$ cat src/rtl/shared_ram_pkg.sv
// shared_ram_pkg: default sizing, registered request record and parity helper for shared_data_ram
package shared_ram_pkg;
  localparam int DEF_WIDTH = 12;
  localparam int DEF_DEPTH = 256;
  localparam int DEF_ADDR_WIDTH = $clog2(DEF_DEPTH);
  localparam int DEF_CORES = 4;
  localparam int DEF_ID_WIDTH = $clog2(DEF_CORES);
  typedef struct packed {
    logic                      valid;
    logic                      wr_en;
    logic [DEF_ADDR_WIDTH-1:0] addr;
    logic [DEF_WIDTH-1:0]      data;
    logic [DEF_ID_WIDTH-1:0]   core_id;
  } req_t;
  function automatic logic even_parity(input logic [DEF_WIDTH-1:0] d);
    return ^d;
  endfunction
endpackage

$ cat src/rtl/rr_arbiter.sv
// rr_arbiter: combinational round-robin grant; priority starts just after the last accepted requester
module rr_arbiter #(
  parameter int N = 4
) (
  input  logic         clk,
  input  logic         rstN,
  input  logic [N-1:0] req,
  output logic [N-1:0] gnt
);
  localparam int LW = $clog2(N);
  logic [LW-1:0] last, pick, idx;
  int s;
  // scan lowest priority first so the highest-priority hit overwrites earlier ones
  always_comb begin
    gnt = '0;
    pick = '0;
    idx = '0;
    s = 0;
    for (int i = N; i >= 1; i--) begin
      s = int'(last) + i;
      s = s >= N ? s - N : s;
      idx = LW'(s);
      if (req[idx]) begin
        gnt = '0;
        gnt[idx] = 1'b1;
        pick = idx;
      end
    end
  end
  always_ff @(posedge clk or negedge rstN)
    if (!rstN) last <= LW'(N - 1);
    else if (|gnt) last <= pick;
endmodule

$ cat src/rtl/shared_data_ram.sv
// shared_data_ram: single-port data RAM shared by CORES requesters, registered request then access.
// Define RAM_PARITY_EN to store an even-parity bit per word and flag mismatches on rspErr.
module shared_data_ram
  import shared_ram_pkg::*;
#(
  parameter int WIDTH = DEF_WIDTH,
  parameter int DEPTH = DEF_DEPTH,
  parameter int ADDR_WIDTH = $clog2(DEPTH),
  parameter int CORES = DEF_CORES
) (
  input  logic                             clk,
  input  logic                             rstN,
  input  logic [CORES-1:0]                 reqValid,
  input  logic [CORES-1:0]                 reqWrEn,
  input  logic [CORES-1:0][ADDR_WIDTH-1:0] reqAddr,
  input  logic [CORES-1:0][WIDTH-1:0]      reqData,
  output logic [CORES-1:0]                 reqReady,
  output logic [CORES-1:0]                 rspValid,
  output logic [WIDTH-1:0]                 rspData,
  output logic                             rspErr
);
  localparam int CW = $clog2(CORES);
`ifdef RAM_PARITY_EN
  localparam int MW = WIDTH + 1;
`else
  localparam int MW = WIDTH;
`endif
  logic [CORES-1:0] gnt;
  logic [CW-1:0] id;
  req_t req_d, req_q;
  logic [MW-1:0] mem [DEPTH];
  logic [MW-1:0] rd_word, wr_word;
  logic in_range, rd;
  rr_arbiter #(.N(CORES)) u_arb (
    .clk (clk),
    .rstN(rstN),
    .req (reqValid),
    .gnt (gnt)
  );
  assign reqReady = gnt;
  always_comb begin
    id = '0;
    for (int c = 0; c < CORES; c++) id = gnt[c] ? CW'(c) : id;
  end
  always_comb begin
    req_d.valid = |gnt;
    req_d.wr_en = reqWrEn[id];
    req_d.addr = reqAddr[id];
    req_d.data = reqData[id];
    req_d.core_id = id;
  end
  always_ff @(posedge clk or negedge rstN)
    if (!rstN) req_q <= '0;
    else req_q <= req_d;
  // only reachable false when DEPTH is not a power of two
  assign in_range = int'(req_q.addr) < DEPTH;
  assign rd = req_q.valid && !req_q.wr_en;
  assign rd_word = in_range ? mem[req_q.addr] : '0;
`ifdef RAM_PARITY_EN
  assign wr_word = {even_parity(req_q.data), req_q.data};
`else
  assign wr_word = req_q.data;
`endif
  always_ff @(posedge clk)
    if (req_q.valid && req_q.wr_en && in_range) mem[req_q.addr] <= wr_word;
  always_ff @(posedge clk or negedge rstN)
    if (!rstN) begin
      rspValid <= '0;
      rspData <= '0;
    end else begin
      rspValid <= rd ? CORES'(1) << req_q.core_id : '0;
      rspData <= rd ? rd_word[WIDTH-1:0] : rspData;
    end
`ifdef RAM_PARITY_EN
  always_ff @(posedge clk or negedge rstN)
    if (!rstN) rspErr <= 1'b0;
    else rspErr <= rd && in_range && (^rd_word);
`else
  assign rspErr = 1'b0;
`endif
endmodule

$ cat config.mk
export PLATFORM = sky130hd
export DESIGN_NAME = shared_data_ram
export DESIGN_NICKNAME = d
export VERILOG_FILES = /design/src/rtl/shared_ram_pkg.sv /design/src/rtl/rr_arbiter.sv /design/src/rtl/shared_data_ram.sv
export SDC_FILE = /design/constraint.sdc
export NUM_CORES = 2
export LEC_CHECK = 0
export BUFFER_PORTS_ARGS = -buffer_cell sky130_fd_sc_hd__buf_2
export CORE_ASPECT_RATIO = 1.1
export CORE_MARGIN = 1.5
export CORE_UTILIZATION = 45
export DETAILED_ROUTE_END_ITERATION = 10
export PLACE_DENSITY = 0.59
export SYNTH_ARGS = -nofsm -noshare
export SYNTH_HDL_FRONTEND = slang
export SYNTH_SLANG_ARGS = --single-unit
$ cat constraint.sdc
create_clock -name clk -period 6.16 [get_ports clk]
set_input_delay 0.616 -clock clk [delete_from_list [all_inputs] [get_ports clk]]
set_output_delay 0.616 -clock clk [all_outputs]
set_load 0.05 [all_outputs]
==> reports/results.tsv <==
metric	value	unit
DRT iter0 DRCs	7914	
CORE AREA	0.267	mm^2
Final min period	5.22	ns
Fmax achieved	192	MHz
Max clock buf depth	4	
CP required	6.96	ns
row count	199	
worst slew pin tran	1.44	ns
period utilization	84.7	%
most common cell in the netlist	edfxtp_1	
via/cell ratio	6.16	
placer congestion estimate	0.847	
Fin Setup TNS	0	ns
layout cells sized above 1	28.0	%
CTS tree	built	
leak pwr	0.0436	uW
Setup Skew	0.0799	ns
WL met3	26200	um
# setup viols final	0	
min-delay worst type	input pin to register	
Logic pwr share	31.5	%
r2r worst-path depth	7	
DRC violations left	0	
ANT nets after route	0	
CTS buffer count	320	
Psw	23600	uW
WP data arrival	6.02	ns
H-tree levels	5	
Final HPWL DP	202000	um
FFs w/ async S/R, synth	1.35	%
Nets	6178	
critical setup path kind	register to register	
Hold Path Stages	2	
WL met1	135000	um
Sw Share	34.4	%
Main synth FF type	edfxtp_1	
Synth area leaders	edfxtp_1 76%, mux4_2 14%, mux2i_1 1.7%	
GRT overflow	0	
post-route design area	0.138	mm^2
startpoint type of the worst setup path	register	
flops & latches, synth	3114	
global-route wire length before repair	475000	um
Clock Pin Slew Worst Setup and Hold Paths	0.07	ns
Top Metal Used	met5	
gr usage total	24.6	%
Unique masters post-synth	73	
Setup Buffers After CTS	0	
I/O Buffers	109	
final core occ	51.5	%
area grow syn2layout	13.8	%
Mapped Area	0.121	mm^2
Clock Power Share	27.4	%
pre-CTS WS	1.06	ns
crit path cell chain	clkinv_2 -> nor2_1 -> nand2_1 -> a311oi_1 -> nor4_1 -> a31o_2 -> o311ai_1	
Die Y	547	um
clock sink count	3114	
top post-synthesis cells by count	3072 x edfxtp_1, 745 x mux4_2, 284 x nor2_1	
Rel. slew slack	3.62	%
clock root cell	clkbuf_16	
Yosys warnings	0	
Syn Inst Count	5594	
Pre-antenna DRT Iters	6	
routed wl met2	163000	um
Initial Utilization	45.3	%
vias in the first global route	60900	
post-layout worst setup margin	0.943	ns
largest net degree at the start of global routing	213	
status	complete, no violations	
die extent in x	498	um
ratio of total power to cell area	499	mW/mm^2
sequential-to-total area share from yosys stat	77.1	%
FILL cells	21100	
Avg Cell Area, Syn	21.6	um^2
initial antenna violation count	19	
# IOs	111	
total of max-cap violations	0	
largest stage delay on the critical path	1.36	ns
Placed Instance Area	0.127	mm^2
routed len/inst	34.1	um
EDFF count, synth	3072	
sequential power share	41.1	%
Routed WL	336000	um
cell depth of the worst setup path	7	
delay-heaviest family, CP	compound AO/OA/AOI/OAI gates	
die area	0.272	mm^2
Fin. Hold Viols	0	
Crit-path slowest cell	a311oi_1	
critical path capture point type	register	
vias	60700	
Pint	45100	uW
Synth top area share	76.2	%
Clk Latency, worst-skew pair	0.91	ns
Buf+Inv Stages, Crit Path	1	
area leader, netlist	edfxtp_1	
peak supply drop	0.470	mV
Max Slew Vio Count	0	
unrepaired setup endpoints after global routing	no	
Critical Path Fanout Max	20	
synthesized net count	5692	
-- power groups by stage --
stage | clock [uW] | combinational, uW | sequential, uW
global route | 19900 | 22500 | 28300
finish | 18800 | 21600 | 28300
CTS | 19100 | 21700 | 28200
global placement | 0 | 21500 | 28600
detailed placement | 0 | 21700 | 28700
floorplan | 0 | 12000 | 29800
-- area by class of cell --
| cell class | count | area (um^2) | area share (%) |
|---|---|---|---|
| diodes | 13 | 32.5 | 0.0236 |
| clock buffers | 392 | 8390 | 6.09 |
| clock inverters | 172 | 1620 | 1.17 |
| inverters | 16 | 73.8 | 0.0536 |
| multi-input cells | 2131 | 26000 | 18.9 |
| flip-flops and latches | 3114 | 93400 | 67.8 |
| well taps | 3517 | 4400 | 3.20 |
| repair buffers | 497 | 3870 | 2.81 |
-- registers in the layout (all words and copies together) (netlist names) --
register    cells
wr_word        12
u_arb.last      2
rspValid        4
mem          3072
rspData        12
req_q          12
-- path summary, 6_finish.rpt --
kind,start,slack [ns],end
max reg2reg,req_q[19],0.94,rspData[1]
max in group asynchronous,rstN,5.11,wr_word[8]
min in group asynchronous,rstN,0.43,wr_word[2]
min reg2reg,req_q[0],0.46,rspValid[2]
min,reqData[46],0.04,wr_word[10]
max,req_q[19],0.94,rspData[1]
-- per-layer routing --
layer  vias up  track usage (%)
met3       554             4.17
met5         -                0
met2      2649             39.4
met1     33000             34.4
met4        14             8.29
li1      24500                -
-- through the flow --
step / std cells / hold WS, ns / power, uW
4_1_cts: 9839 / 0.000264 / 69000
2_1_floorplan: 5594 / 0.320 / 41800
5_1_grt: 9842 / 0.0144 / 70700
3_3_place_gp: 9256 / 0.454 / 50100
3_5_place_dp: 9258 / 0.459 / 50400
6_report: 9852 / 0.0419 / 68700
-- cells in the final DEF (no fill, tap or decap), types with 18 or more instances in the layout --
cell / Yosys / layout
a21oi_1: 45 / 45
a22oi_1: 42 / 42
a31oi_1: 25 / 25
a32oi_1: 48 / 48
buf_12: 6 / 29
buf_2: 115 / 109
buf_4: 60 / 341
bufinv_16: 0 / 26
clkbuf_1: 106 / 65
clkbuf_16: 0 / 324
clkinv_1: 1 / 71
clkinv_2: 0 / 51
dfrtp_1: 40 / 21
edfxtp_1: 3072 / 3072
mux2_2: 50 / 50
mux2i_1: 211 / 211
mux4_2: 745 / 745
nand2_1: 221 / 220
nand3_1: 48 / 48
nor2_1: 284 / 282
nor3_1: 39 / 21
o21ai_0: 48 / 48
o21ai_1: 21 / 21
o22a_1: 18 / 18
o22ai_1: 66 / 66
-- cell families after synthesis --
group | count (synthesis) | share of synthesized area, %
flops | 3114 | 77.1
mux | 1019 | 16.4
simple gates | 696 | 2.50
compound gates | 406 | 2.36
buf+inv | 349 | 1.63
fa+ha+maj | 8 | 0.0827
other cells | 1 | 0.00310
xor+xnor | 1 | 0.00724
-- repair_timing --
action | in CTS | in global routing
gates resized for setup | 0 | 0
hold buffers | 17 | 0
endpoints found under the hold margin | 56 | 0
No activity file was read; power rests on OpenSTA's default activity.
